**src/rtl/vga_sync_rx.sv**
```systemverilog
// Receive-side VGA timing recovery: rebuilds hc/vc from incoming active-low syncs,
// checks them against the configured mode and reports lock, coordinates and errors.
module vga_sync_rx #(
  parameter int activeHvideo = 640,
  parameter int activeVvideo = 480,
  parameter int hfp          = 24,
  parameter int hpulse       = 40,
  parameter int hbp          = 128,
  parameter int vfp          = 9,
  parameter int vpulse       = 3,
  parameter int vbp          = 28,
  parameter int LOCK_FRAMES  = 2
) (
  input  logic       clk,
  input  logic       rst_n,
  input  logic       hsync_in,
  input  logic       vsync_in,
  output logic [9:0] x_px,
  output logic [9:0] y_px,
  output logic       activevideo,
  output logic       locked,
  output logic       frame_start,
  output logic       sync_err
);

  localparam int blackH  = hfp + hpulse + hbp;
  localparam int blackV  = vfp + vpulse + vbp;
  localparam int hpixels = activeHvideo + blackH;
  localparam int vlines  = activeVvideo + blackV;

  localparam logic [9:0]  HFP_C    = 10'(hfp);
  localparam logic [9:0]  VFP_C    = 10'(vfp);
  localparam logic [9:0]  HMAX     = 10'(hpixels - 1);
  localparam logic [9:0]  VMAX     = 10'(vlines - 1);
  localparam logic [9:0]  BLACKH_C = 10'(blackH);
  localparam logic [9:0]  BLACKV_C = 10'(blackV);
  localparam logic [10:0] HTO_LAST = 11'(2 * hpixels - 1);
  localparam logic [10:0] VTO_LAST = 11'(2 * vlines - 1);
  localparam logic [2:0]  LOCK_N   = 3'(LOCK_FRAMES);

  logic       hs_meta, hs_s, hs_d;
  logic       vs_meta, vs_s, vs_d;
  logic [9:0] hc, vc, hc_nxt, vc_nxt;
  logic [10:0] h_to, v_to, h_to_nxt, v_to_nxt;
  logic [2:0] good_cnt, good_nxt;
  logic       fall_h, fall_v, h_wrap;
  logic       err_h, err_v, err_ht, err_vt, err_any;

  // Synchronizer + one delay stage; flops idle high like an undriven sync
  always_ff @(posedge clk or negedge rst_n) begin
    if (!rst_n) begin
      hs_meta <= 1'b1;
      hs_s    <= 1'b1;
      hs_d    <= 1'b1;
      vs_meta <= 1'b1;
      vs_s    <= 1'b1;
      vs_d    <= 1'b1;
    end else begin
      hs_meta <= hsync_in;
      hs_s    <= hs_meta;
      hs_d    <= hs_s;
      vs_meta <= vsync_in;
      vs_s    <= vs_meta;
      vs_d    <= vs_s;
    end
  end

  assign fall_h = hs_d & ~hs_s;
  assign fall_v = vs_d & ~vs_s;
  assign h_wrap = ~fall_h & (hc == HMAX);

  // Timeouts fire on the cycle the counter would reach twice the nominal period
  assign err_h   = fall_h & (hc != HFP_C);
  assign err_v   = fall_v & ((vc != VFP_C) | (hc != 10'd0));
  assign err_ht  = ~fall_h & (h_to == HTO_LAST);
  assign err_vt  = ~fall_v & h_wrap & (v_to == VTO_LAST);
  assign err_any = err_h | err_v | err_ht | err_vt;

  always_comb begin
    hc_nxt   = hc + 10'd1;
    vc_nxt   = vc;
    h_to_nxt = h_to + 11'd1;
    v_to_nxt = v_to;
    good_nxt = good_cnt;

    if (fall_h) begin
      hc_nxt   = HFP_C + 10'd1;
      h_to_nxt = '0;
    end else if (hc == HMAX) begin
      hc_nxt = '0;
    end

    if (fall_v) begin
      vc_nxt   = VFP_C;
      v_to_nxt = '0;
    end else if (h_wrap) begin
      vc_nxt   = (vc == VMAX) ? 10'd0 : vc + 10'd1;
      v_to_nxt = v_to + 11'd1;
    end

    // An error in the same cycle as a good-looking fall_v wins
    if (err_any) begin
      good_nxt = '0;
    end else if (fall_v && (good_cnt != 3'd7)) begin
      good_nxt = good_cnt + 3'd1;
    end
  end

  // Counter / lock state
  always_ff @(posedge clk or negedge rst_n) begin
    if (!rst_n) begin
      hc       <= '0;
      vc       <= '0;
      h_to     <= '0;
      v_to     <= '0;
      good_cnt <= '0;
      locked   <= 1'b0;
    end else begin
      hc       <= hc_nxt;
      vc       <= vc_nxt;
      h_to     <= h_to_nxt;
      v_to     <= v_to_nxt;
      good_cnt <= good_nxt;
      locked   <= (good_nxt >= LOCK_N);
    end
  end

  assign activevideo = locked & (hc >= BLACKH_C) & (vc >= BLACKV_C);
  assign x_px        = activevideo ? (hc - BLACKH_C) : 10'd0;
  assign y_px        = activevideo ? (vc - BLACKV_C) : 10'd0;
  assign frame_start = activevideo & (hc == BLACKH_C) & (vc == BLACKV_C);
  assign sync_err    = err_any;

endmodule

```
**config.mk**
```make
export PLATFORM = sky130hd
export DESIGN_NAME = vga_sync_rx
export DESIGN_NICKNAME = d
export VERILOG_FILES = /design/src/rtl/vga_sync_rx.sv
export SDC_FILE = /design/constraint.sdc
export NUM_CORES = 1
export LEC_CHECK = 0
export CORE_MARGIN = 2
export CORE_UTILIZATION = 45
export CTS_CLUSTER_DIAMETER = 200
export DETAILED_ROUTE_END_ITERATION = 6
export SYNTH_ARGS = -nofsm -noshare
export SYNTH_HDL_FRONTEND = slang
export SYNTH_SLANG_ARGS = --single-unit
```
**constraint.sdc**
```tcl
create_clock -name clk -period 2.2 [get_ports clk]
set_input_delay 0.33 -clock clk [delete_from_list [all_inputs] [get_ports clk]]
set_output_delay 0.33 -clock clk [all_outputs]
set_load 0.05 [all_outputs]
```
* After elaboration in Yosys (flattened, before gate mapping)
Index checks and enable logic that the tools add are counted.
** Operators by class
- Add/subtract/negate cells :: 7
- Multiply operators :: 0
- Div/mod/pow operators :: 0
- Order comparisons :: 3
- Eq/ne operators :: 9
- Shift-type cells :: 0
- Muxes and demuxes :: 12
- Bitwise operators :: 20
- Reduce and logical (&&, ||, !) cells :: 3
** Operators by type and width (count)
- $mux 10 :: 7
- $mux 11 :: 3
- $add 11x1->11 const B :: 2
- $eq 11x11->1 const B :: 2
- $add 10x1->10 const B :: 2
- $eq 10x10->1 const B :: 2
- $and 1x1->1 :: 12
- $eq 10x6->1 const B :: 1
- $eq 10x8->1 const B :: 1
- $ge 10x6->1 const B :: 1
- $ge 10x8->1 const B :: 1
- $ne 10x4->1 const B :: 1
- $ne 10x5->1 const B :: 1
- $reduce_bool 10->1 :: 1
- $sub 10x6->10 const B :: 1
- $sub 10x8->10 const B :: 1
- $mux 3 :: 2
- $not 1->1 :: 4
- $or 1x1->1 :: 4
- $add 3x1->3 const B :: 1
- $ge 3x2->1 const B :: 1
- $ne 3x3->1 const B :: 1
- $reduce_bool 2->1 :: 1
- $logic_and 1x1->1 :: 1
** Storage, ports and cells
- Register bits after elaboration :: 52
- Latch bits :: 0
- RAM bits :: 0
- Bits in read-only memories :: 0
- Input bits :: 4
- Output and inout bits :: 24
- Word-level logic and storage cells :: 66
- Memories kept :: 0

* Logic depth before layout (Yosys ltp)
Gate-level depths: netlist of run 1.
- Depth after elaboration :: 9
- Mapped depth :: 7
- Gate-level depth less buffers :: 6

* Worst setup path before layout of run 1
Ideal clock, no wire load.
- Path kind :: register to output
- Start :: register vc[6]
- End :: output frame_start
- Arrival time :: 2523 ps
- Required time :: 1870 ps
- Path slack :: -653 ps
- Stages on the path, launching flop included :: 6
- Path buffers :: 1
- Cell sequence :: dfrtp_1 -> clkbuf_1 -> nor3_1 -> nand2_1 -> o221ai_2 -> nor4_1
** Between the ends
- Cells in the longest elaborated chain, start to end :: 4
- Elaborated cells between the ends (all ways) :: 5
- Those cells by class :: 1 x order compare; 1 x eq/ne; 3 x bitwise
** RTL lines
- start: declaration :: line 43 : logic [9:0] hc, vc, hc_nxt, vc_nxt;
- start signal: assignment :: line 120 : vc <= vc_nxt;
- $ge 10x6->1 :: line 128 : assign activevideo = locked & (hc >= BLACKH_C) & (vc >= BLACKV_C);
- $and 1x1->1 :: line 128
- $and 1x1->1 :: line 131 : assign frame_start = activevideo & (hc == BLACKH_C) & (vc == BLACKV_C);
- $and 1x1->1 * :: line 131
- end: declaration :: line 22 : output logic frame_start,
Mark *: on every way between the ends. The rest lies on a longest branch, timed or not.

* Worst setup path in the final report of run 1
- Start :: register hc[1]
- End :: output sync_err
** Between the ends
- Cells in the longest elaborated chain, start to end :: 6
- Elaborated cells between the ends (all ways) :: 12
- Those cells by class :: 2 x eq/ne; 9 x bitwise; 1 x reduce/logical
** RTL lines
- start: declaration :: line 43
- start signal: assignment :: line 119 : hc <= hc_nxt;
- $reduce_bool 10->1 :: line 74 : assign err_v = fall_v & ((vc != VFP_C) | (hc != 10'd0));
- $or 1x1->1 :: line 74
- $and 1x1->1 :: line 74
- $or 1x1->1 (2 in a row) :: line 77 : assign err_any = err_h | err_v | err_ht | err_vt;
- $or 1x1->1 * :: line 77
- end: declaration :: line 23 : output logic sync_err
Marked as above.

==> flow_summary.ini, run 1 <==
[status]
outcome = complete, but fails checks
violations = negative setup slack

[yosys]
syn-num-nets = 347
ys_warn_count = 0
yosysTopAreaCell = dfrtp_1
ys_seq_area_frac = 0.429
async_reset_ff_frac = 1.00
synth_cells = 330
syn-cell-area_sq_um = 3050
synthMostInstantiatedCell = dfrtp_1
synth.distinct_cells = 46
synthTopCellsByArea = dfrtp_1 38%, ha_1 5.3%, dfstp_2 5.2%, nor2_1 4.8%, xor2_1 4.3%
syn_area_per_cell_sq_um = 9.25
synth_top_area_frac = 0.377
synth_commonest_cells = 46 x dfrtp_1, 39 x nor2_1, 25 x nand3_1, 17 x nand4_1
synth_edf_count = 0
synth_seq_cells = 52
synth_ff_type = dfrtp_1

[clock_tree]
cts-root-buf = clkbuf_8
cts_buffers = 5
clock_path_buffers = 2
htreeDepth = 2
cts_tree = built
cts.clk_slew.worst_paths_ps = 100
clk_latency_ps = 300
clock_sinks = 52

[drt]
drt_pass1_iterations = 5
totalWireLength_microns = 7310
top_layer = met4
final_antenna_net_count = 0
met3_length_microns = 188
met2WireLength_microns = 3540
via_per_inst = 5.42
first_iter_violations = 121
met1Wirelength_microns = 3510
wl_per_cell_microns = 15.0
drc = 0
num_vias = 2645

[timing]
tightestPinTransition_ps = 486
finalWorstPathRequiredPeriod_ps = 2470
setup_slack_ps = -265
slew-limit-headroom = 0.675
setup_viol = 7
slew_viol_final = 0
rsz0062_at_grt = yes
fmax_mhz = 406
min_period_over_period = 1.12
hold_viol_final = 0
finalSetupTns_ps = -349
skew_ps = 8.46

[power]
powerDensity_nw_per_um2 = 569
p_leak_uw = 0.00181
ir_drop_mv = 0.286
p_clk_frac = 0.252
switchingPower_uw = 696
seq_power_share = 0.493
comb_power_share = 0.255
internal_power_uw = 1580
p_sw_frac = 0.305

[floorplan]
dieHeight_microns = 86.4
num_io_pins = 28
coreArea_sq_um = 6680
start_util = 0.457
die_w_microns = 86.4
dieArea_sq_um = 7460
row_count = 30

[placed_design]
port_buffers = 27
dp_cells = 463
place_hpwl_microns = 5310
place_congestion = 0.792

[global_routing]
grt_antenna_before_repair = 0
grt_pass1_wl_microns = 12500
grt_pass1_vias = 2582
grt_max_degree = 21
track_usage = 0.211
overflow = 0

[flow_run]
max_cap_viol_count = 0

[setup_path]
crit_path_max_incr_delay_ps = 390
r2r-start = hc[1]
cp_num_buf_inv = 3
endpoint_kind = output port
critPathArrivalTime_ps = 2140
crit_path_start = hc[1]
crit_top_cell = buf_4
required_ps = 1870
crit_family = simple AND/OR/NAND/NOR gates
crit_chain = buf_4 -> buf_4 -> ha_2 -> nand4_1 -> or3_4 -> o211ai_1 -> or2_4 -> buf_8
worstPathMaxFanout = 4
cp_slowest_cell = dfrtp_1
worst-setup-path-type = reg2out
cp-start-kind = register

[layout]
fin_nets = 424
area_growth_pct = 31.3
n_antenna_cell = 0
drive_gt1_frac = 0.316
finalNonFillerCells = 488

[hold_path]
hp-class = reg2reg
hold_path_startpoint = vs_meta
routing by layer:
metal | track usage | up-vias
met3 | 0.0324 | 5
met2 | 0.342 | 40
li1 | - | 1329
met5 | 0 | -
met4 | 0.0554 | 0
met1 | 0.296 | 1271
cell usage in the layout, fill, tap and decap left out, types with 2 or more instances in the layout:
master            n
and4_1            5
o21ai_1           2
inv_1            11
buf_8             2
or3_1             2
dfrtp_1          44
nand2b_1          2
or2_4             2
nor3_1            9
o31ai_1           5
buf_6            16
nor2b_1           2
dfrtp_2           2
nand4_1          17
xor2_1           15
nor3b_1           2
mux2i_1           2
inv_2             4
and2_4            6
clkbuf_8          6
nor2_1           39
ha_1              8
and3_1            7
clkdlybuf4s50_1   3
buf_4            63
ha_4              3
o21ai_0          10
xnor2_1          12
dfstp_2           6
nand3_1          24
a31oi_1           8
or4_1             5
a21oi_1          13
and2_1            3
nor4_1            4
o211ai_1          3
nand2_1          15
ha_2              2
state kept, by name (all words and copies together), names as in the netlist:
signal and flops:
good_cnt 3, hs_s 1, h_to 11, locked 1, vc 10, vs_s 1
hc 10, v_to 11, hs_d 1, vs_d 1, vs_meta 1, hs_meta 1
cell families (layout without fill, tap and decap cells):
group                      count (synthesis)  in the layout  share of synthesized area
xor gates and xnor gates                  27             27                     0.0775
DFF                                       52             52                      0.429
AOI/OAI and AO/OA                         47             47                     0.0955
buffers and inverters                     33            111                     0.0611
muxes                                      2              2                    0.00656
and+or+nand+nor                          156            156                      0.277
adders and majority gates                 13             13                     0.0533
power by group through the flow:
stage / clock (uW) / sequential [uW] / combinational, uW
after floorplan: 0 / 1120 / 324
after global placement: 0 / 1130 / 492
after detailed placement: 0 / 1130 / 495
after CTS: 600 / 1120 / 555
after global routing: 640 / 1140 / 642
final: 575 / 1120 / 581
final cells by class:
class / instances / area [sq um]
Fill cell: 596 / 2670
Multi-Input combinational cell: 245 / 1690
Sequential cell: 52 / 1310
Timing Repair Buffer: 87 / 748
Tap cell: 80 / 100
Clock buffer: 6 / 82.6
Inverter: 16 / 63.8
Clock inverter: 2 / 13.8
path summary, 6_finish.rpt:
kind                       cells after the start  slack [ps]       end
setup / recovery                               8        -270  sync_err
hold / removal                                 0         360      vs_s
setup reg to reg                               8          70   v_to[7]
hold reg to reg                                0         360      vs_s
max in group asynchronous                      3        1030      vs_d
min in group asynchronous                      2         490   h_to[8]
what timing repair did:
item,CTS,global route
endpoints found under the hold margin,16,0
gates cloned,0,0
buffers inserted,9,7
resized for setup,24,22
endpoints found under the setup margin,23,22
hold buffers,1,0
pin swaps,7,13
metrics by stage:
step / total power, uW / area [sq um] / hold WS (ps) / worst slack [ps] / util
after floorplan: 1440 / 3080 / 34.4 / -83.2 / -
after global placement: 1620 / 3600 / 291 / -137 / 0.539
after detailed placement: 1630 / 3600 / 293 / -101 / 0.539
after CTS: 2280 / 3880 / 361 / -304 / 0.580
after global routing: 2420 / 4010 / 365 / -361 / 0.600
final: 2280 / 4010 / 359 / -265 / 0.600
Note: power is estimated with default switching activity, not from simulation.
==> run 2, diff against run 1 <==
- PLACE_DENSITY_LB_ADDON: unset -> 0.08
==> run 2 against run 1 <==
The run still ends with negative setup slack left; first-iteration DRC count up 24%; critical path depth increased by 1; power rose by 6.0%; combinational power decreased by 4.3%; design area decreased by 2.1%; critical path type unchanged.
==> flow_summary.ini, run 2 (synthesis gave the netlist of run 1 again) <==
[status]
outcome = complete, but fails checks
violations = negative setup slack

[clock_tree]
cts_buffers = 5
cts-root-buf = clkbuf_8
clk_latency_ps = 310
cts_hold_buf = 0
cts.clk_slew.worst_paths_ps = 100
clock_path_buffers = 2
cts_tree = built
clock_sinks = 52
htreeDepth = 2

[layout]
utilization = 0.587
fin_nets = 411
layout_common_cells = 57 x buf_4, 42 x dfrtp_1, 38 x nor2_1
multi_input_area_sq_um = 1700
fillers = 587
final_common_cell = buf_4
area_growth_pct = 28.6
seq_area_sq_um = 1310
final_cell_area_sq_um = 3930
drive_gt1_frac = 0.304
top_regs = h_to: 11 flops, v_to: 11 flops
n_antenna_cell = 0

[drt]
first_iter_violations = 150
via_per_inst = 5.56
drc = 0
final_antenna_net_count = 0
wl_per_cell_microns = 15.3
num_vias = 2642
totalWireLength_microns = 7250
drt_pass1_iterations = 4

[global_routing]
busiest_layer = met2
grt_antenna_before_repair = 0
grtUsageMet2 = 0.350
grt_pass1_vias = 2547
grt_max_degree = 53
overflow = 0
met1_usage = 0.274
grt_pass1_wl_microns = 12200
track_usage = 0.203
grt_use_met3 = 0.0267

[placed_design]
place_hpwl_microns = 5070
place_congestion = 0.810
placed_area_sq_um = 3550
port_buffers = 27

[timing]
tightestPinTransition_ps = 685
rsz0062_at_grt = yes
skew_ps = 13.5
min_period_over_period = 1.14
fmax_mhz = 397
setup_viol = 1
finalWorstPathRequiredPeriod_ps = 2520
hold_viol_final = 0
slew_viol_final = 0
slew-limit-headroom = 0.543
hold_ws_ps = 126
setup_slack_ps = -316

[power]
p_sw_frac = 0.288
ir_drop_mv = 0.368
p_leak_uw = 0.00176
switchingPower_uw = 696
internal_power_uw = 1720
p_clk_frac = 0.296
comb_power_share = 0.230
seq_power_share = 0.474
powerDensity_nw_per_um2 = 616

[setup_path]
worstPathMaxFanout = 2
endpoint_kind = output port
critPathArrivalTime_ps = 2190
cp-start-kind = register
worst-setup-path-type = reg2out
required_ps = 1870
r2r_slack_ps = 40

[floorplan]
dieArea_sq_um = 7460
coreArea_sq_um = 6680
row_count = 30
die_w_microns = 86.4
dieHeight_microns = 86.4
start_util = 0.457
num_io_pins = 28

[hold_path]
hp-class = in2async

[flow_run]
max_cap_viol_count = 0
## run 2: cell count changes in the layout (fill, tap and decap cells not counted), sizes merged
cell and change:
bufinv +1, inv -1, dlygate4sd3 -1, buf -12
clkinv -1, clkbuf +1
## run 2: power by group through the flow
stage / combinational [uW] / sequential [uW] / clock [uW]
floorplan: 324 / 1120 / 0
global placement: 437 / 1150 / 0
detailed placement: 442 / 1150 / 0
CTS: 456 / 1140 / 736
global route: 606 / 1160 / 781
finish: 556 / 1150 / 716
## run 2: final timing paths
kind                               from  endpoint  depth (start not counted)
worst min register to register  vs_meta      vs_s                          0
worst max register to register    hc[1]   v_to[7]                          8
min in group clk                vs_meta      vs_s                          0
worst min-delay path              rst_n     hc[6]                          2
max in group asynchronous         rst_n     vc[4]                          2
worst max-delay path              hc[6]  sync_err                          9
## run 2: layout make-up
cell class                      count  share of cell area
Tap cell                           80              0.0255
Timing Repair Buffer               74               0.158
Clock inverter                      1             0.00765
Inverter                           16              0.0163
Multi-Input combinational cell    245               0.433
Clock buffer                        7              0.0245
Sequential cell                    52               0.335
## run 2: metal layers
layer  up-vias  routed length (microns)
met3         2                      228
li1       1302                        -
met5         -                        0
met1      1282                     3440
met2        56                     3550
met4         0                       38
## run 2: worst max-delay path, cell delays in order (launching register included)
cell and delay (ps):
dfrtp_1 400, inv_2 80, ha_4 140, nor4bb_4 280, buf_4 170, buf_6 80
a41o_1 170, o211ai_1 120, or2_4 280, buf_8 150
## run 2: timing repair
| action | in CTS | in global routing |
|---|---|---|
| buffers inserted | 1 | 10 |
| hold endpoints to repair | 0 | 0 |
| endpoints found under the setup margin | 24 | 26 |
| resized for setup | 12 | 31 |
| pin swaps | 2 | 15 |
## run 2: stage by stage
stage	cells	power [uW]	worst slack, ps	setup TNS (ps)
2_1_floorplan	330	1440	-83.2	-494
3_3_place_gp	456	1590	-59.6	-59.6
3_5_place_dp	456	1600	-66.7	-66.7
4_1_cts	465	2330	-301	-675
5_1_grt	475	2550	-416	-829
6_report	475	2420	-316	-316
==> patch 1 (config.mk and constraints of run 1) <==
Make the reset (`rst_n`) synchronous in 2 clocked blocks.
--- a/src/rtl/vga_sync_rx.sv
+++ b/src/rtl/vga_sync_rx.sv
@@ -47,7 +47,7 @@
   logic       err_h, err_v, err_ht, err_vt, err_any;
 
   // Synchronizer + one delay stage; flops idle high like an undriven sync
-  always_ff @(posedge clk or negedge rst_n) begin
+  always_ff @(posedge clk) begin
     if (!rst_n) begin
       hs_meta <= 1'b1;
       hs_s    <= 1'b1;
@@ -107,7 +107,7 @@
   end
 
   // Counter / lock state
-  always_ff @(posedge clk or negedge rst_n) begin
+  always_ff @(posedge clk) begin
     if (!rst_n) begin
       hc       <= '0;
       vc       <= '0;
Function: differs if rst_n is asserted again (counterexample within 4 cycles, from zero or initial values and one cycle with rst_n low); with rst_n held inactive, the same outputs for 10 cycles.
==> patch 1 against run 1 <==
Routed wire length decreased by 19%. Hold slack better by 0.056 ns. Sequential cell count is the same. Cell area is 14% lower. Area after synthesis down 12%. First-iteration DRC count fell by 40%. Worst setup slack improved by 0.27 ns. Critical path type unchanged. Critical endpoint is now x_px[7].
Power is not compared: it rests on default switching activity, and its combinational part moved more than twofold at a synthesized area within 25%.
==> patch 1: results (changes against run 1) <==
Outcome: finished clean
CP arrival: 1.87 ns (-0.27 ns)
Met3 wire length: 193 µm (+2.7%)
Core area: 5850 µm² (-12%)
Met2 Use GR: 28.9% (-5.3 points)
Wire length on met2: 2690 µm (-24%)
Post-DP Area: 3070 µm² (-15%)
GR Util met3: 3.89% (+0.65 points)
Vias in the first global route: 1996 (-23%)
Post-CTS resize count: 17 (-29%)
Total Routing Usage GR: 18.2% (-2.9 points)
Met1 Usage GRT: 24.2% (-5.4 points)
Synth area leaders: dfxtp_1, nor2_1, xnor2_1
Critical Path Start: vc[3]
Area Overhead vs Synth: 27.8%
First drt pass iteration count: 4 (-1)
Synth Area in XOR/XNOR: 11.4% (+3.6 points)
First DRT Iteration DRCs: 72 (-40%)
R2R depth: 6 (-2)
Sequential area share after synthesis: 38.6% (-4.3 points)
Period minus WS final: 2.20 ns (-0.266 ns)
Reg2reg start: hc[2]
Multi-input combinational area share: 47.5% (+5.4 points)
Ys flop type: dfxtp_1
Largest net degree at the start of global routing: 16 (-24%)
ClkCell Share: 3.12% (+0.72 points)
==> patch 1: cell types whose count changed after synthesis, sizes merged, moves of 5 or more <==
| cell | before | now |
|---|---|---|
| nand3 | 25 | 19 |
| dfstp | 6 | 0 |
| nand2b | 2 | 9 |
| dfxtp | 0 | 52 |
| nand2 | 16 | 27 |
| nand4 | 18 | 8 |
| dfrtp | 46 | 0 |
| nor2 | 39 | 52 |
| or4 | 5 | 0 |
| o21ai | 12 | 6 |
| xnor2 | 12 | 20 |
| o31ai | 5 | 0 |
==> patch 1: how the worst min path moves through the flow <==
stage / startpoint / endpoint / slack (ns) / cells after the start
3_5_place_dp: hs_meta / hs_s / 0.40 / 1
4_1_cts: hs_meta / hs_s / 0.42 / 1
5_1_grt: hs_meta / hs_s / 0.43 / 1
2_1_floorplan: hs_meta / hs_s / 0.39 / 1
3_3_place_gp: hs_meta / hs_s / 0.39 / 1
6_report: hs_meta / hs_s / 0.42 / 1
==> patch 2 (settings of run 1) <==
Without the edit above. `activeHvideo`: 640 -> 480.
--- a/src/rtl/vga_sync_rx.sv
+++ b/src/rtl/vga_sync_rx.sv
@@ -1,7 +1,7 @@
 // Receive-side VGA timing recovery: rebuilds hc/vc from incoming active-low syncs,
 // checks them against the configured mode and reports lock, coordinates and errors.
 module vga_sync_rx #(
-  parameter int activeHvideo = 640,
+  parameter int activeHvideo = 480,
   parameter int activeVvideo = 480,
   parameter int hfp          = 24,
   parameter int hpulse       = 40,
Behaviour: no difference found for any inputs over 10 cycles, from zero or initial values and one cycle with rst_n low; that may be too few to reach the edited logic, so the function may still have changed.
==> patch 2 against run 1 <==
The run ends with negative hold slack, negative setup slack left. Total power shrank 4.8%. Worst setup slack worse by 0.0095 ns. Die area down 1.8%. Area after synthesis down 1.9%. Critical endpoint unchanged. Sequential cell count stayed put. Fmax down 0.38%. Cell area down 6.1%. Routed wire length down 9.8%.
==> patch 2: results (changes against run 1) <==
Vias in the first global route: 2429 (-5.9%)
Hold slack: -0.00794 ns (-0.367 ns)
Outcome: complete, but fails checks
Syn nets: 337 (-2.9%)
First-pass GRT wire length: 11600 µm (-7.5%)
CP arrival: 2.14 ns (about the same)
Worst Slack Setup Final: -0.275 ns (-0.00945 ns)
Synth area leaders: dfrtp_1, ha_1, dfstp_2
Setup violators final: 1 (-6)
R2R Path End: v_to[9]
Clock transition at path regs: 0.10 ns (about the same)
Tightest Pin Transition: 0.549 ns (+0.0636 ns)
DR vias: 2499 (-5.5%)
Reg2reg setup slack: 0.25 ns (+0.18 ns)
Sequential area share after synthesis: 43.7% (+0.84 points)
Largest net degree at the start of global routing: 30 (+43%)
First DRT Iteration DRCs: 81 (-33%)
Post-DP HPWL: 4870 µm (-8.4%)
GP Congestion: 0.843 (+6.4%)
Critical Path Fanout Max: 4 (unchanged)
Clk_skew: 0.00971 ns (+0.00125 ns)
Layout cells sized above 1: 26.1% (-5.5 points)
Reg2reg start: hc[6]
WL/cell: 14.7 µm (-1.9%)
Total Routing Usage GR: 19.8% (-1.3 points)
Post-synth top cells: dfrtp_1, nor2_1, nand2_1, xnor2_1, nand3_1
Worst ir drop on vdd: 0.392 mV (+37%)
R2R depth: 7 (-1)
HP Class: in2async
Static leakage: 0.00174 µW (-3.9%)
Final number of hold-violating endpoints: 5 (+5)
Asr flop ratio synth: 100% (unchanged)
Post-DP Area: 3430 µm² (-4.6%)
Fin nets: 389 (-8.3%)
First drt pass iteration count: 4 (-1)
CTS Buffer Depth: 2 (unchanged)
Failing checks: negative hold slack, negative setup slack
Filler cells: 563 (-5.5%)
Post-synth cell types: 47 (+2.2%)
Buffers on Ports: 27 (unchanged)
Antenna violations before repair: 0 (unchanged)
-- patch 2: changes by cell type in the layout (fill, tap and decap cells not counted), moves of 6 or more --
cell	change
buf_4	-31
nand3_1	-9
buf_6	+8
nand4_1	-6
nand2_1	+11
xnor2_1	+6
-- patch 2: metal layers --
layer  track usage (%)  vias up  wire length (µm)
met4              5.77        0               109
met3              3.27        9               203
met5                 0        -                 0
met2              31.9       43              3100
met1              27.6     1211              3180
li1                  -     1236                 -
-- patch 2: power by group --
group / internal, µW / leakage (µW) / switching, µW / total (µW)
logic: 227 / 0.00102 / 243 / 471
clock network: 229 / 0.0000485 / 331 / 560
registers: 1040 / 0.000670 / 97.0 / 1140
-- patch 2: worst max path at each step --
stage | startpoint | to | slack, ns | cells after the start
2_1_floorplan | hc[6] | sync_err | 0.001 | 8
3_3_place_gp | hc[0] | sync_err | 0.08 | 7
3_5_place_dp | hc[0] | sync_err | 0.06 | 7
4_1_cts | hc[1] | sync_err | -0.26 | 7
5_1_grt | hc[1] | sync_err | -0.37 | 7
6_report | hc[9] | sync_err | -0.27 | 5
-- patch 2: what timing repair did --
action / in CTS / in global routing
setup endpoints to repair: 22 / 23
hold buffers: 0 / 0
resized for setup: 10 / 35
setup buffers: 7 / 3
pin swaps: 4 / 4
-- patch 2: layout make-up --
class,count,area [µm²],area share (%)
tap,77,96.3,2.56
timing repair buffer,63,601,15.9
multi-input combinational,237,1620,43.0
sequential,52,1310,34.8
clock buffer,5,68.8,1.83
inverter,12,47.5,1.26
clock inverter,3,22.5,0.598
-- patch 2: stage by stage --
step | worst slack (ns) | instances | TNS, ns
after floorplan | 0.00150 | 319 | 0
after global placement | 0.0803 | 432 | 0
after detailed placement | 0.0632 | 432 | 0
after CTS | -0.262 | 447 | -1.32
after global routing | -0.374 | 449 | -1.37
final | -0.275 | 449 | -0.275
-- patch 2: cells by family after synthesis --
logic type / synth area share [%]
muxes: 1.00
xor gates and xnor gates: 8.48
and+or+nand+nor: 26.7
DFF: 43.7
AOI/OAI and AO/OA: 9.19
buffers and inverters: 5.01
adders and majority gates: 5.85
-- patch 2: critical path, stage by stage, from the launching register on --
cell	delay (ns)
dfrtp_1	0.42
or2_1	0.29
o31a_1	0.33
a41o_1	0.22
or3_4	0.41
buf_12	0.16
